**src/rtl/psram_dq_tx_if.sv**
```systemverilog
// ---------------------------------------------------------------------------
// psram_dq_tx_if
//   Write-word handshake between the PSRAM controller front end and the
//   DQ transmitter.
//
//   wdata  [15:0]  write word; [15:8] leaves on the rising edge, [7:0] on the
//                  falling edge
//   wmask  [1:0]   byte mask, 1 = masked; [1] pairs with wdata[15:8]
//   wvalid         wdata/wmask valid
//   wready         transmitter FIFO has room
//
//   master: word producer, slave: psram_dq_tx
// ---------------------------------------------------------------------------
interface psram_dq_tx_if;
  logic [15:0] wdata;
  logic [1:0]  wmask;
  logic        wvalid;
  logic        wready;

  modport master (output wdata, output wmask, output wvalid, input wready);
  modport slave  (input wdata, input wmask, input wvalid, output wready);
endinterface

```
**src/rtl/psram_dq_tx.sv**
```systemverilog
// ---------------------------------------------------------------------------
// psram_dq_tx
//   Write-side DQ transmitter. Buffers write words in a small FIFO and, after
//   a programmable latency, emits one word per clock as a rising/falling byte
//   pair for the DQ/RWDS ODDR cells, together with the output enable.
//
//   Ports
//     clk        system clock, shared with the ODDR cells
//     reset      synchronous, active-high
//     start      begin a burst (sampled only while idle)
//     burst_len  beats in burst minus 1 (sampled with start)
//     latency    idle cycles between start and first beat (sampled with start)
//     wr         write-word handshake (psram_dq_tx_if.slave)
//     dq_d0/d1   DQ byte for rising/falling edge
//     rwds_d0/d1 mask bit for rising/falling edge
//     dq_oe      drive enable for DQ and RWDS
//     busy       burst in progress (through the done cycle)
//     done       one-cycle pulse after the last beat
//     underrun   sticky underrun flag (only with PSRAM_DQ_TX_UNDERRUN_EN)
//
//   Parameter FIFO_DEPTH must be a power of two, >= 2.
//   Optional feature macro: PSRAM_DQ_TX_UNDERRUN_EN adds the underrun flag.
// ---------------------------------------------------------------------------
module psram_dq_tx #(
  parameter int FIFO_DEPTH = 2
) (
  input  logic         clk,
  input  logic         reset,
  input  logic         start,
  input  logic [5:0]   burst_len,
  input  logic [3:0]   latency,
  psram_dq_tx_if.slave wr,
  output logic [7:0]   dq_d0,
  output logic [7:0]   dq_d1,
  output logic         rwds_d0,
  output logic         rwds_d1,
  output logic         dq_oe,
  output logic         busy,
`ifdef PSRAM_DQ_TX_UNDERRUN_EN
  output logic         underrun,
`endif
  output logic         done
);

  localparam int PTR_W = (FIFO_DEPTH > 1) ? $clog2(FIFO_DEPTH) : 1;
  localparam int CNT_W = $clog2(FIFO_DEPTH + 1);
  localparam logic [CNT_W-1:0] DEPTH_CNT = CNT_W'(FIFO_DEPTH);

  typedef enum logic [1:0] {S_IDLE, S_LAT, S_DATA, S_DONE} state_t;

  // ---------------------------------------------------------------- FIFO
  // Entries hold {wmask, wdata}; the head is read combinationally so the
  // beat can be registered straight into the output flops.
  logic [17:0]           mem [FIFO_DEPTH];
  logic [PTR_W-1:0]      wr_ptr_reg;
  logic [PTR_W-1:0]      rd_ptr_reg;
  logic [CNT_W-1:0]      count_reg;
  logic [FIFO_DEPTH-1:0] mem_we;
  logic                  fifo_full;
  logic                  fifo_empty;
  logic                  push;
  logic                  pop;
  logic [17:0]           head_word;

  assign fifo_full  = (count_reg == DEPTH_CNT);
  assign fifo_empty = (count_reg == '0);
  assign wr.wready  = !fifo_full;
  assign push       = wr.wvalid && !fifo_full;
  assign head_word  = mem[rd_ptr_reg];

  for (genvar gi = 0; gi < FIFO_DEPTH; gi++) begin : g_we
    assign mem_we[gi] = push && (wr_ptr_reg == PTR_W'(gi));
  end

  always_ff @(posedge clk) begin
    for (int i = 0; i < FIFO_DEPTH; i++) begin
      if (mem_we[i]) begin
        mem[i] <= {wr.wmask, wr.wdata};
      end
    end
  end

  always_ff @(posedge clk) begin
    if (reset) begin
      wr_ptr_reg <= '0;
      rd_ptr_reg <= '0;
      count_reg  <= '0;
    end else begin
      if (push) begin
        wr_ptr_reg <= wr_ptr_reg + PTR_W'(1);
      end
      if (pop) begin
        rd_ptr_reg <= rd_ptr_reg + PTR_W'(1);
      end
      case ({push, pop})
        2'b10:   count_reg <= count_reg + CNT_W'(1);
        2'b01:   count_reg <= count_reg - CNT_W'(1);
        default: count_reg <= count_reg;
      endcase
    end
  end

  // ---------------------------------------------------------------- FSM
  state_t      state_reg;
  state_t      state_next;
  logic [5:0]  bc_reg;
  logic [5:0]  bc_next;
  logic [3:0]  wc_reg;
  logic [3:0]  wc_next;

  logic [7:0]  dq_d0_reg;
  logic [7:0]  dq_d0_next;
  logic [7:0]  dq_d1_reg;
  logic [7:0]  dq_d1_next;
  logic        rwds_d0_reg;
  logic        rwds_d0_next;
  logic        rwds_d1_reg;
  logic        rwds_d1_next;
  logic        dq_oe_reg;
  logic        dq_oe_next;
  logic        busy_reg;
  logic        busy_next;
  logic        done_reg;
  logic        done_next;

  // State and registered outputs
  always_ff @(posedge clk) begin
    if (reset) begin
      state_reg   <= S_IDLE;
      bc_reg      <= '0;
      wc_reg      <= '0;
      dq_d0_reg   <= '0;
      dq_d1_reg   <= '0;
      rwds_d0_reg <= 1'b0;
      rwds_d1_reg <= 1'b0;
      dq_oe_reg   <= 1'b0;
      busy_reg    <= 1'b0;
      done_reg    <= 1'b0;
    end else begin
      state_reg   <= state_next;
      bc_reg      <= bc_next;
      wc_reg      <= wc_next;
      dq_d0_reg   <= dq_d0_next;
      dq_d1_reg   <= dq_d1_next;
      rwds_d0_reg <= rwds_d0_next;
      rwds_d1_reg <= rwds_d1_next;
      dq_oe_reg   <= dq_oe_next;
      busy_reg    <= busy_next;
      done_reg    <= done_next;
    end
  end

  // Next-state and counter logic
  always_comb begin
    state_next = state_reg;
    bc_next    = bc_reg;
    wc_next    = wc_reg;
    case (state_reg)
      S_IDLE: begin
        if (start) begin
          bc_next    = burst_len;
          wc_next    = latency;
          state_next = (latency != 4'd0) ? S_LAT : S_DATA;
        end
      end
      S_LAT: begin
        // wc starts at latency, so leaving on wc == 1 gives exactly
        // `latency` cycles in this state.
        wc_next = wc_reg - 4'd1;
        if (wc_reg == 4'd1) begin
          state_next = S_DATA;
        end
      end
      S_DATA: begin
        bc_next = bc_reg - 6'd1;
        if (bc_reg == 6'd0) begin
          state_next = S_DONE;
        end
      end
      S_DONE: begin
        state_next = S_IDLE;
      end
      default: begin
        state_next = S_IDLE;
      end
    endcase
  end

  // Output logic: values loaded into the output flops at the next edge
  always_comb begin
    pop          = 1'b0;
    dq_oe_next   = 1'b0;
    dq_d0_next   = 8'h00;
    dq_d1_next   = 8'h00;
    rwds_d0_next = 1'b0;
    rwds_d1_next = 1'b0;
    done_next    = 1'b0;
    // busy covers the whole burst plus the cycle carrying the done pulse.
    busy_next    = (state_next != S_IDLE) || (state_reg == S_DONE);
    case (state_reg)
      S_DATA: begin
        dq_oe_next = 1'b1;
        if (fifo_empty) begin
          // Underrun: fully masked beat; the burst keeps its length.
          rwds_d0_next = 1'b1;
          rwds_d1_next = 1'b1;
        end else begin
          pop          = 1'b1;
          dq_d0_next   = head_word[15:8];
          dq_d1_next   = head_word[7:0];
          rwds_d0_next = head_word[17];
          rwds_d1_next = head_word[16];
        end
      end
      S_DONE: begin
        done_next = 1'b1;
      end
      default: begin
      end
    endcase
  end

  assign dq_d0   = dq_d0_reg;
  assign dq_d1   = dq_d1_reg;
  assign rwds_d0 = rwds_d0_reg;
  assign rwds_d1 = rwds_d1_reg;
  assign dq_oe   = dq_oe_reg;
  assign busy    = busy_reg;
  assign done    = done_reg;

`ifdef PSRAM_DQ_TX_UNDERRUN_EN
  // Sticky; rises together with the first masked underrun beat on dq_*.
  logic underrun_reg;
  logic underrun_next;

  always_comb begin
    underrun_next = underrun_reg;
    if (state_reg == S_IDLE && start) begin
      underrun_next = 1'b0;
    end else if (state_reg == S_DATA && fifo_empty) begin
      underrun_next = 1'b1;
    end
  end

  always_ff @(posedge clk) begin
    if (reset) begin
      underrun_reg <= 1'b0;
    end else begin
      underrun_reg <= underrun_next;
    end
  end

  assign underrun = underrun_reg;
`endif

endmodule

```
**src/flat_wrapper.sv**
```systemverilog
// flat-port wrapper written by rule: the top's interface ports become plain ports
module psram_dq_tx_flat 
#(
  parameter int FIFO_DEPTH = 2
)
  (clk, reset, start, burst_len, latency, dq_d0, dq_d1, rwds_d0, rwds_d1, dq_oe, busy, done, wr_wdata, wr_wmask, wr_wvalid, wr_wready);
  psram_dq_tx_if wr_i ();
  input  logic clk;
  input  logic reset;
  input  logic start;
  input  logic [5:0] burst_len;
  input  logic [3:0] latency;
  output logic [7:0] dq_d0;
  output logic [7:0] dq_d1;
  output logic rwds_d0;
  output logic rwds_d1;
  output logic dq_oe;
  output logic busy;
  output logic done;
  input wire logic [$bits(wr_i.wdata)-1:0] wr_wdata;
  input wire logic [$bits(wr_i.wmask)-1:0] wr_wmask;
  input wire logic [$bits(wr_i.wvalid)-1:0] wr_wvalid;
  output wire logic [$bits(wr_i.wready)-1:0] wr_wready;
  assign wr_i.wdata = wr_wdata;
  assign wr_i.wmask = wr_wmask;
  assign wr_i.wvalid = wr_wvalid;
  assign wr_wready = wr_i.wready;
  psram_dq_tx #(.FIFO_DEPTH(FIFO_DEPTH)) u_core (.clk(clk), .reset(reset), .start(start), .burst_len(burst_len), .latency(latency), .wr(wr_i), .dq_d0(dq_d0), .dq_d1(dq_d1), .rwds_d0(rwds_d0), .rwds_d1(rwds_d1), .dq_oe(dq_oe), .busy(busy), .done(done));
endmodule
```
**config.mk**
```make
export PLATFORM = sky130hd
export DESIGN_NAME = psram_dq_tx_flat
export DESIGN_NICKNAME = d
export VERILOG_FILES = /design/src/rtl/psram_dq_tx_if.sv /design/src/rtl/psram_dq_tx.sv /design/src/flat_wrapper.sv
export SDC_FILE = /design/constraint.sdc
export NUM_CORES = 1
export LEC_CHECK = 0
export BUFFER_PORTS_ARGS = -buffer_cell sky130_fd_sc_hd__buf_2
export CORE_MARGIN = 2
export CORE_UTILIZATION = 47
export DETAILED_ROUTE_END_ITERATION = 16
export PLACE_DENSITY = 0.7
export SLEW_MARGIN = 15
export SYNTH_ARGS = -nofsm -noshare
export SYNTH_HDL_FRONTEND = slang
export SYNTH_SLANG_ARGS = --single-unit
export TNS_END_PERCENT = 30
```
**constraint.sdc**
```tcl
create_clock -name clk -period 2 [get_ports clk]
set_input_delay 0.4 -clock clk [delete_from_list [all_inputs] [get_ports clk]]
set_output_delay 0.4 -clock clk [all_outputs]
set_load 0.1 [all_outputs]
```
---- Word level (Yosys, flattened, before mapping) ----
Memories as Yosys holds them, arrays and structs flattened. A register that Yosys moved wholly into a read port is not among the register bits.
Cells that the tools add are included.
cells by class
  add/subtract/negate cells ............... 6
  equality and inequality tests ........... 8
  mux-type cells .......................... 25
  bitwise operators ....................... 2
  reduce and logical (&&, ||, !) cells .... 18
operator list
  cell                   count
  $mux W18               1
  $reduce_or A18 Y1      1
  $mux W1                14
  $pmux W6 S2            1
  $eq A2 B2 Y1 const B   4
  $mux W2                4
  $pmux W2 S4            1
  $pmux W4 S2            1
  $reduce_bool A2 Y1     4
  $logic_not A6 Y1       1
  $mux W6                1
  $sub A6 B1 Y6 const B  1
  $eq A2 B1 Y1 const B   2
  $eq A4 B1 Y1 const B   1
  $logic_not A2 Y1       2
  $mux W4                1
  $pmux W2 S2            1
  $reduce_and A2 Y1      2
  $reduce_bool A4 Y1     1
  $sub A4 B1 Y4 const B  1
  $logic_and A1 B1 Y1    3
  $reduce_or A3 Y1       1
  $add A1 B1 Y1 const B  2
  $add A2 B1 Y2 const B  1
  other kinds (6)        7
word-level totals
  register bits ........................... 37
  RAM bits ................................ 36
  bits of input ports ..................... 32
  output and inout bits ................... 22
  logic and storage cells ................. 73
  memories kept ........................... 1
memories
  memory      depth  width  rd ports  clocked after Yosys merged registers in  write ports  RTL line           source
  u_core.mem  2      18     1         1                                        1            psram_dq_tx.sv:54  logic [17:0] mem [FIFO_DEPTH];

---- Depth between registers and ports, before layout ----
  depth in word-level cells ............... 8
  gate-level depth with buffers ........... 7
  gate-level depth less buffers ........... 6

---- Worst setup path before layout ----
No wires, ideal clock.
  path kind ............................... flip-flop to flip-flop
  start point ............................. register u_core.count_reg[0]
  end point ............................... memory u_core.mem[0][0], enable pin
  setup time .............................. 393 ps
  arrival time ............................ 2256 ps
  required time ........................... 1607 ps
  path slack .............................. -649 ps
  cell stages (with the launch flop) ...... 4
  buffers on the path ..................... 0
  period minus slack after synthesis ...... 2649 ps
  cell sequence ........................... dfxtp_1 nand2b_1 nand2_1 nor2_1
between the ends
  elaborated cells between the ends (all ways) .. 12
  those cells by class .................... eq/ne (1); mux (6); reduce/logical (5)
RTL lines
  item                           RTL line            source
  from (decl)                    psram_dq_tx.sv:57   logic [CNT_W-1:0] count_reg;
  from (signal assigned)         psram_dq_tx.sv:96   2'b10: count_reg <= count_reg + CNT_W'(1);
  from (signal assigned)         psram_dq_tx.sv:97   2'b01: count_reg <= count_reg - CNT_W'(1);
  from (signal assigned)         psram_dq_tx.sv:98   default: count_reg <= count_reg;
  $eq A2 B2 Y1                   psram_dq_tx.sv:65   assign fifo_full = (count_reg == DEPTH_CNT);
  $logic_not A1 Y1               n/a
  net wr_wready                  flat_wrapper.sv:23  output wire logic [$bits(wr_i.wready)-1:0] wr_wready;
  $logic_and A1 B1 Y1            psram_dq_tx.sv:68   assign push = wr.wvalid && !fifo_full;
  $logic_and A1 B1 Y1            psram_dq_tx.sv:72   assign mem_we[gi] = push && (wr_ptr_reg == PTR_W'(gi));
  net u_core.mem_we[0]           psram_dq_tx.sv:58   logic [FIFO_DEPTH-1:0] mem_we;
  $mux W1                        psram_dq_tx.sv:77   if (mem_we[i]) begin
  $mux W1 (implied by the code)  psram_dq_tx.sv:78   mem[i] <= {wr.wmask, wr.wdata};
  $mux W1 (no source line)       n/a
  to (decl)                      psram_dq_tx.sv:54
The timed path passes the listed nets, and every way through them passes these cells.

---- Worst setup path after layout ----
  start point ............................. register u_core.count_reg[0]
  end point ............................... register u_core.count_reg[1]
between the ends
  cells in the longest elaborated chain, start to end .. 5
  elaborated cells between the ends (all ways) .. 12
  those cells by class .................... add/sub (2); eq/ne (3); mux (3); reduce/logical (4)
ends and longest elaborated chain
  item                                                      RTL line                               source
  $logic_not A2 Y1 / $eq A2 B2 Y1 (equally long branches)   psram_dq_tx.sv:66, psram_dq_tx.sv:65
  $mux W1 / $logic_not A1 Y1 (equally long branches)        psram_dq_tx.sv:203, psram_dq_tx.sv:68
  $mux W1 / $logic_and A1 B1 Y1 (equally long branches)     psram_dq_tx.sv:200, psram_dq_tx.sv:68
  $eq A2 B1 Y1 / $eq A2 B2 Y1 (equally long branches)       psram_dq_tx.sv:95                      case ({push, pop})
  $pmux W2 S2 / $reduce_bool A2 Y1 (equally long branches)  n/a
Several ways; a longest one is shown, not always the timed one.
A chain may end at the register's enable or synchronous reset.

==> summary.txt <==
Run status
  – Status: finished, final reports clean

CTS
  – Setup bufs post-CTS: 0
  – CTS Sinks: 74
  – Cts hold-fix bufs: 0
  – Post-CTS sizing: 0
  – H-tree depth: 3
  – CTS tree: done
  – Number of CTS-inserted buffers: 9
  – Root Driver: clkbuf_8
  – Reg clk slew, reported paths: approximately 0.080 ns
  – Clock Latency Late Sink: between 0.3 and 0.4 ns
  – CTS Buffer Depth: 2

STA
  – Worst slew pin tran: 0.504 ns
  – Final setup vio count: 0
  – Slew margin rel.: between 60% and 70%
  – TNS Setup: 0 ns
  – Crit path time final: 1.78 ns
  – RSZ-0062 raised after global routing: false
  – Fin crit share: roughly nine tenths
  – Final Hold Viols: 0
  – Fin Clk Skew: between 0.01 and 0.015 ns
  – Fmax: between 0.5 and 0.6 GHz
  – Max-slew violations: 0

Global route
  – Vias in the first global route: 1632
  – Grt ovf: 0
  – First-pass GRT wire length: 7170 um
  – Total Routing Usage GR: ~15%
  – Largest net degree at the start of global routing: 19
  – Initial antenna violation count: 0

Finish
  – Fraction of layout cells with a size suffix above 1: just over 30%
  – Max reg flops: 36
  – Fillers: 457
  – Final nets: 313
  – # diodes: 0
  – Layout area overhead: 20.2%
  – Final core occ: a little under 60%

Die
  – Die Footprint: approximately 0.0065 mm^2
  – Die Width: approximately 80 um
  – Row count: 27
  – I/O Pins: 54
  – Core area: ~0.0056 mm^2
  – Die height: between 80 and 90 um
  – Starting Density: 49.2%

Power
  – Peak supply drop: around 0.00046 V
  – PD cells: 982 mW/mm^2
  – Sequential share of power: 54.1%
  – Switching power: ~0.85 mW
  – Combinational share of power: ~13%
  – Clock power share: 32.9%
  – Net Sw Frac: between 20% and 30%
  – P_int: about 2.4 mW
  – Leakage: 1.32 nW

Setup path
  – Startpoint types: register
  – Data arrival, critical path: around 2.1 ns
  – Setup CP Type: reg2reg
  – CP Capture Type: register
  – Reg2reg end: u_core.count_reg[1]
  – Worst r2r src: u_core.count_reg[0]
  – Worst Reg-to-Reg Cells: 5
  – Worst Path Required: roughly 2.3 ns
  – R2r setup slk: about 0.22 ns
  – Crit path max fanout: 4

Run
  – Max Cap Viol: 0

Min path
  – Hold Path Origin: wr_wdata[12]
  – Hold Path End: u_core.mem[0][12]
  – Hold Path Class: in2reg
  – Hold path cells: 1

Synthesis
  – Distinct cells, synth: 43
  – Mapped Area: 0.00274 mm^2
  – Mapped Nets: between 200 and 300
  – Avg Cell Area, Syn: between 10 and 15 um^2
  – Sequential share of the synthesized area: about two thirds
  – Ys async rst share: 0%
  – Gate Count Post-Synth: between 200 and 250
  – Ys Warns: 0
  – Largest area contributor in the netlist: edfxtp_1
  – Post-synth EDFFs: 36
  – Most common cell in the netlist: dfxtp_1
  – Synth top area cells: edfxtp_1 (39%), dfxtp_1 (28%), mux2i_1 (6.9%)
  – Synth Flop Type: dfxtp_1
  – #FFs+latches synth: 74
  – Synth cell count leaders: dfxtp_1 (38), edfxtp_1 (36), nor2_1 (31)
  – Synth top area share: 39.4%

Route
  – DR iter-0 viols: 97
  – Routed WL: roughly 4500 um
  – Antenna-violating nets left: 0
  – Via count: about 1700
  – DRT Pass-1 Iters: 5
  – DR WL/cell: between 10 and 15 um
  – DRC Markers: 0
  – Drt via density: approximately 4.9

Place
  – Port buffer count: 53
  – GPL Wtd Cong: 0.869
  – Final HPWL DP: 3120 um
==> area by class of cell <==
class | instances | area [um^2] | area share, %
timing repair buffer | 59 | 323 | 9.79
tap | 72 | 90.1 | 2.73
sequential | 74 | 1840 | 55.8
inverter | 6 | 22.5 | 0.683
multi-input combinational | 126 | 832 | 25.2
clock inverter | 5 | 36.3 | 1.10
clock buffer | 11 | 153 | 4.63
==> critical path, stage by stage (launching register included) <==
cell	delay [ns]
dfxtp_1	0.34
or2_2	0.34
and2_1	0.20
ha_1	0.31
or3_1	0.38
a21oi_1	0.14
==> stage by stage <==
stage	power, mW	instance area (um^2)	std cells	worst slack [ns]	hold WS, ns
2_1_floorplan	2.09	2750	214	0.0280	0.445
5_1_grt	3.40	3300	353	0.135	0.217
3_5_place_dp	2.21	3110	337	0.226	0.465
4_1_cts	3.27	3300	353	0.210	0.225
6_report	3.24	3300	353	0.217	0.242
3_3_place_gp	2.20	3110	337	0.277	0.457
==> how the worst max path moves through the flow <==
stage / from / to / slack [ns] / depth (start not counted)
floorplan: u_core.count_reg[0] / u_core.mem[0][0] / 0.03 / 3
global placement: u_core.count_reg[0] / u_core.count_reg[1] / 0.28 / 5
detailed placement: u_core.count_reg[0] / u_core.count_reg[1] / 0.23 / 5
CTS: u_core.count_reg[0] / u_core.count_reg[1] / 0.21 / 5
global route: u_core.count_reg[0] / u_core.count_reg[1] / 0.14 / 5
finish: u_core.count_reg[0] / u_core.count_reg[1] / 0.22 / 5
==> cell families (layout without fill, tap and decap cells) <==
family | after synthesis | count (layout) | share of synthesized area, %
DFF | 74 | 74 | 67.1
muxes | 19 | 19 | 6.93
buffers and inverters | 14 | 81 | 2.74
adders and majority gates | 5 | 5 | 2.28
and+or+nand+nor | 66 | 66 | 12.2
AOI/OAI and AO/OA | 32 | 32 | 7.48
xor gates and xnor gates | 4 | 4 | 1.28
==> power by group through the flow <==
stage               registers, mW  logic, mW  clock network [mW]
floorplan                    1.84      0.258                   0
finish                       1.75      0.419                1.07
global placement             1.78      0.415                   0
CTS                          1.75      0.424                1.09
global route                 1.77      0.463                1.17
detailed placement           1.79      0.421                   0
==> per-layer routing <==
metal | GRT usage [%] | vias up | share of wire [%]
li1 | - | 885 | -
met4 | 9.32 | 0 | 2.5
met5 | 0 | - | 0
met3 | 5.62 | 10 | 5.8
met1 | 19.5 | 786 | 48
met2 | 22.2 | 52 | 44
==> cells in the final DEF, fill, tap and decap left out, drive strengths merged, types with 2 or more instances in the layout <==
master,synthesis,final
xor2,2,2
nand2b,3,3
dfxtp,38,38
a21oi,12,12
o21ai,8,8
a221oi,3,3
xnor2,2,2
nor3,2,2
a211oi,2,2
inv,6,7
nor3b,5,5
mux2i,19,19
clkbuf,2,11
nand2,10,10
edfxtp,36,36
nand3,3,3
ha,5,5
and2,2,2
clkinvlp,0,3
buf,6,59
and3,2,2
nor2,31,31
Note: power is estimated with default switching activity, not from simulation.
